### src/rtl/hs_resp_pkg.sv
// Shared definitions for the handshake responder bank: channel state encoding,
// LFSR polynomial and the delay counter width.
package hs_resp_pkg;

  typedef enum logic [1:0] {
    ST_IDLE = 2'b00,
    ST_WAIT = 2'b01,
    ST_ACK  = 2'b10,
    ST_HOLD = 2'b11
  } chan_state_e;

  // Galois taps for x^16 + x^14 + x^13 + x^11 + 1
  localparam logic [15:0] LFSR_TAPS = 16'hB400;

  // Wide enough for the largest delay, 255 + 255
  localparam int CNT_W = 9;

  function automatic logic [15:0] lfsr_step(input logic [15:0] s);
    return s[0] ? ((s >> 1) ^ LFSR_TAPS) : (s >> 1);
  endfunction

endpackage

### src/rtl/hs_resp_chan.sv
// One handshake responder channel: accepts a request, counts down the delay
// it was handed at acceptance, then acknowledges (pulse or held 4-phase ack).
module hs_resp_chan
  import hs_resp_pkg::*;
#(
  parameter int FOUR_PHASE = 0
) (
  input  logic             clk,
  input  logic             rst,
  input  logic             req_i,
  input  logic [CNT_W-1:0] dly_i,
  output logic             ack_o,
  output logic             busy_o,
  output logic             abort_o
);

  localparam bit FP = (FOUR_PHASE != 0);

  chan_state_e      state_q;
  logic [CNT_W-1:0] cnt_q;
  logic             ack_q;
  logic             busy_q;
  logic             abort_q;

  always_ff @(posedge clk or negedge rst) begin
    if (!rst) begin
      state_q <= ST_IDLE;
      cnt_q   <= '0;
      ack_q   <= 1'b0;
      busy_q  <= 1'b0;
      abort_q <= 1'b0;
    end else begin
      abort_q <= 1'b0;
      case (state_q)
        ST_IDLE: begin
          if (req_i) begin
            cnt_q   <= dly_i;
            busy_q  <= 1'b1;
            state_q <= ST_WAIT;
          end
        end
        ST_WAIT: begin
          // A withdrawn request beats a counter that has just run out
          if (FP && !req_i) begin
            cnt_q   <= '0;
            busy_q  <= 1'b0;
            abort_q <= 1'b1;
            state_q <= ST_IDLE;
          end else if (cnt_q == '0) begin
            busy_q  <= 1'b0;
            ack_q   <= 1'b1;
            state_q <= ST_ACK;
          end else begin
            cnt_q <= cnt_q - CNT_W'(1);
          end
        end
        ST_ACK: begin
          if (FP) begin
            state_q <= ST_HOLD;
          end else begin
            // The ack cycle doubles as the idle slot, so a still-high request
            // is taken here, giving D+2 cycles between consecutive acks.
            ack_q <= 1'b0;
            if (req_i) begin
              cnt_q   <= dly_i;
              busy_q  <= 1'b1;
              state_q <= ST_WAIT;
            end else begin
              state_q <= ST_IDLE;
            end
          end
        end
        ST_HOLD: begin
          if (!FP || !req_i) begin
            ack_q   <= 1'b0;
            state_q <= ST_IDLE;
          end
        end
        default: begin
          ack_q   <= 1'b0;
          busy_q  <= 1'b0;
          state_q <= ST_IDLE;
        end
      endcase
    end
  end

  assign ack_o   = ack_q;
  assign busy_o  = busy_q;
  assign abort_o = abort_q;

endmodule

### src/rtl/hs_responder_bank.sv
// Bank of independent handshake responders sharing one free-running LFSR that
// supplies each channel's pseudo-random delay slice.
module hs_responder_bank
  import hs_resp_pkg::*;
#(
  parameter int          NCH        = 4,
  parameter int          DLY_W      = 3,
  parameter int          MIN_DLY    = 0,
  parameter int          FOUR_PHASE = 0,
  parameter logic [15:0] SEED       = 16'hACE1
) (
  input  logic           clk,
  input  logic           rst,
  input  logic [NCH-1:0] req,
  input  logic           fixed_en,
  input  logic [7:0]     fixed_dly,
  output logic [NCH-1:0] ack,
  output logic [NCH-1:0] busy,
  output logic [NCH-1:0] abort
);

  logic [15:0] lfsr_q;
  logic [15:0] lfsr_d;

  // Channel slices start at ch*DLY_W and wrap around the 16-bit register
  function automatic logic [DLY_W-1:0] rnd_slice(input logic [15:0] s, input int ch);
    logic [DLY_W-1:0] r;
    r = '0;
    for (int k = 0; k < DLY_W; k++) begin
      r[k] = s[4'((ch * DLY_W + k) % 16)];
    end
    return r;
  endfunction

  always_comb begin
    lfsr_d = lfsr_step(lfsr_q);
  end

  always_ff @(posedge clk or negedge rst) begin
    if (!rst) begin
      lfsr_q <= SEED;
    end else begin
      lfsr_q <= lfsr_d;
    end
  end

  for (genvar g = 0; g < NCH; g++) begin : g_chan
    logic [CNT_W-1:0] dly;

    always_comb begin
      if (fixed_en) begin
        dly = CNT_W'(fixed_dly);
      end else begin
        dly = CNT_W'(MIN_DLY) + CNT_W'(rnd_slice(lfsr_q, g));
      end
    end

    hs_resp_chan #(
      .FOUR_PHASE(FOUR_PHASE)
    ) u_chan (
      .clk    (clk),
      .rst    (rst),
      .req_i  (req[g]),
      .dly_i  (dly),
      .ack_o  (ack[g]),
      .busy_o (busy[g]),
      .abort_o(abort[g])
    );
  end

endmodule

### config.mk
export PLATFORM = sky130hd
export DESIGN_NAME = hs_responder_bank
export DESIGN_NICKNAME = d
export VERILOG_FILES = /design/src/rtl/hs_resp_pkg.sv /design/src/rtl/hs_resp_chan.sv /design/src/rtl/hs_responder_bank.sv
export SDC_FILE = /design/constraint.sdc
export NUM_CORES = 1
export LEC_CHECK = 0
export CAP_MARGIN = 20
export CORE_UTILIZATION = 52
export CTS_CLUSTER_SIZE = 40
export DETAILED_ROUTE_END_ITERATION = 8
export GPL_ROUTABILITY_DRIVEN = 0
export PLACE_DENSITY = 0.82
export SKIP_LAST_GASP = 1
export SYNTH_ARGS = -nofsm -noshare
export SYNTH_HDL_FRONTEND = slang
export SYNTH_SLANG_ARGS = --single-unit
### constraint.sdc
create_clock -name clk -period 2.2 [get_ports clk]
set_clock_uncertainty 0.15 [all_clocks]
set_input_delay 0.55 -clock clk [delete_from_list [all_inputs] [get_ports clk]]
set_output_delay 0.55 -clock clk [all_outputs]
set_load 0.02 [all_outputs]
==> results.py <==
metrics = {
    "critical_path": {
        "reg2reg_to": "g_chan[0].u_chan.cnt_q[5]",
        "cp-end-kind": "register",
        "startpoint_type": "register",
        "cp_data_arrival_time_ns": 2.32,
        "rr_startpoint": "g_chan[0].u_chan.cnt_q[0]",
        "crit_fanout": 6,
        "reg2regPathDepth": 7,
        "crit_type": "register to register",
        "regToRegSetupSlack_ns": -0.05,
        "required_ns": 2.27,
    },
    "timing": {
        "relSlewSlack_pct": 58.5,
        "finalSetupViolCount": 4,
        "slew_violations": 0,
        "hold_ws_ns": 0.0652,
        "rsz0062_at_grt": "yes",
        "tightest_slew_ns": 0.618,
        "period_needed_ns": 2.25,
        "finalHoldViolations": 0,
        "max_freq_ghz": 0.444,
        "layout_worst_path_cycle_share_pct": 102,
        "setup_slack_ns": -0.0514,
    },
    "floorplanning": {
        "start_util_pct": 54.0,
        "fp.dieW_um": 83.2,
        "die_area_sq_um": 6930,
        "io_pins": 27,
        "core.rowCount": 29,
        "core_area_sq_um": 6350,
        "die_h_um": 83.2,
    },
    "clock_tree": {
        "insertion_delay_ns": 0.34,
        "cts.sinks": 68,
        "cts_root_buf": "clkbuf_8",
        "cts_max_path_buffers": 2,
        "clkTransAtPathRegs_ns": 0.08,
        "htree_levels": 3,
        "numCtsBuffers": 9,
        "cts_tree": "built",
    },
    "synthesis": {
        "ys_ff_latch": 68,
        "yosysTopAreaCell": "dfrtp_1",
        "synth_commonest_cells": "dfrtp_1, nor2_1, inv_1, nand2_1, nor3_1",
        "synth_edf_count": 0,
        "syn_area_per_cell_sq_um": 10.3,
        "yosys_warnings": 0,
        "seq_area_frac_synth_pct": 49.9,
        "synth.area.top_cells": "dfrtp_1, dfstp_2, a211oi_1, mux2i_1, nor2_1",
        "synth.top_cell.area_share_pct": 43.7,
        "async_flop_share_pct": 100,
        "syn_inst": 332,
        "synthesis.area_sq_um": 3430,
        "synthFlopType": "dfrtp_1",
        "yosysUniqueCellTypes": 66,
        "yosysMostFrequentCell": "dfrtp_1",
    },
    "power_and_ir_drop": {
        "total_power_w": 0.00511,
        "power_density_nw_per_um2": 1240,
        "p_leak_nw": 1.83,
        "vdd_drop_max_v": 0.000753,
    },
    "status": {
        "outcome": "finished, violations left",
        "violations": "negative setup slack",
    },
    "placement": {
        "dp_hpwl_um": 5110,
        "post-place-ws_ns": -0.133,
        "io_buffers": 22,
    },
    "finish": {
        "antenna_cells": 0,
        "syn_to_final_growth_pct": 20.1,
        "n_fill_cell": 501,
        "drive_gt1_share_pct": 20.6,
        "final_nets": 394,
    },
    "job": {
        "cap_viol_max_count": 0,
    },
    "global_route": {
        "grtUsageTotal_pct": 23.6,
        "grt_pass1_wl_um": 12900,
        "grt_max_degree": 69,
        "antenna_found_initial": 0,
        "grt-ovfl-total": 0,
        "grt_pass1_vias": 2715,
    },
    "routing": {
        "drt-total-wl_um": 7670,
        "drc": 0,
        "antenna_left": 0,
        "wl_per_cell_um": 16.8,
        "via_per_inst": 6.06,
        "num_vias": 2762,
        "drtIter0Drc": 168,
        "drt_first_pass_iters": 4,
    },
    "hold_path": {
        "min_path_type": "primary input to asynchronous set/reset pin",
    },
}
==> state kept, by name, summed over array words and instances (netlist names) <==
name and flops:
g_chan.u_chan.cnt_q 36, lfsr_q 16, g_chan.u_chan.state_q 8, g_chan.u_chan.ack_o 4
g_chan.u_chan.busy_o 4
==> timing repair <==
| item | in CTS | in global routing |
|---|---|---|
| pin swaps | 1 | 2 |
| resized for setup | 3 | 9 |
| setup endpoints to repair | 11 | 11 |
| hold buffers | 0 | 0 |
| setup buffers | 2 | 4 |
==> layout make-up <==
class                   count  area (sq um)  area share [%]
inverters                  21          81.3            1.97
flip-flops and latches     68          1710            41.5
clock inverters             5          77.6            1.88
well taps                  77          96.3            2.34
multi-input cells         226          1580            38.4
clock buffers              10           128            3.10
repair buffers             49           443            10.7
==> per-layer routing <==
| layer | vias up | part of all wire [%] | GRT usage, % |
|---|---|---|---|
| met4 | 0 | 3.2 | 12.7 |
| li1 | 1309 | - | - |
| met5 | - | 0 | 0 |
| met1 | 1351 | 46 | 32.5 |
| met2 | 78 | 47 | 35.9 |
| met3 | 24 | 3.9 | 3.78 |
==> power breakdown <==
part	switching, W	internal, W
registers	0.000406	0.00163
logic	0.000974	0.00100
clock network	0.000466	0.000629
==> worst max-delay path, cell delays in order, from the launching register on <==
cell and delay [ns]:
dfrtp_1 0.40, inv_2 0.09, ha_4 0.14, or4b_4 0.48, o41a_1 0.50, buf_4 0.19, nor3_2 0.10, a211oi_1 0.07
==> metrics by stage <==
stage / cells / util (%) / setup TNS (ns) / cell area (sq um)
2_1_floorplan: 335 / - / -0.0131 / 3440
3_3_place_gp: 435 / 60.1 / -0.00464 / 3820
3_5_place_dp: 435 / 60.1 / -0.342 / 3820
4_1_cts: 452 / 63.8 / 0 / 4050
5_1_grt: 456 / 64.9 / -0.323 / 4120
6_report: 456 / 64.9 / -0.168 / 4120
==> logic make-up (layout without fill, tap and decap cells) <==
group,Yosys count,count (layout),share of synthesized area (%)
AO/OA/AOI/OAI,86,86,19.7
other,1,4,0.109
multiplexers,11,11,3.24
XOR/XNOR,4,4,1.02
buffers and inverters,41,85,5.87
adder cells (fa/ha/maj),4,4,1.46
flip-flops,68,68,49.9
AND/OR/NAND/NOR,117,117,18.8
==> worst max path at each step <==
stage,to,startpoint,slack (ns),depth (start not counted)
3_5_place_dp,g_chan[0].u_chan.cnt_q[3],g_chan[0].u_chan.cnt_q[1],-0.13,6
5_1_grt,g_chan[0].u_chan.cnt_q[3],g_chan[0].u_chan.cnt_q[0],-0.09,6
3_3_place_gp,g_chan[0].u_chan.cnt_q[3],g_chan[0].u_chan.cnt_q[0],-0.005,6
4_1_cts,g_chan[0].u_chan.cnt_q[3],g_chan[0].u_chan.cnt_q[1],0.005,6
6_report,g_chan[0].u_chan.cnt_q[5],g_chan[0].u_chan.cnt_q[0],-0.05,7
2_1_floorplan,g_chan[0].u_chan.cnt_q[7],g_chan[0].u_chan.cnt_q[0],-0.01,6
==> cells in the final DEF (no fill, tap or decap), types with 10 or more instances in the layout <==
cell,n
a211oi_1,14
a21oi_1,10
buf_4,25
clkdlybuf4s50_1,21
dfrtp_1,60
inv_1,18
mux2i_1,10
nand2_1,17
nor2_1,26
nor2b_1,13
nor3_1,13
o21ai_0,10
(Power assumes the default switching activity.)
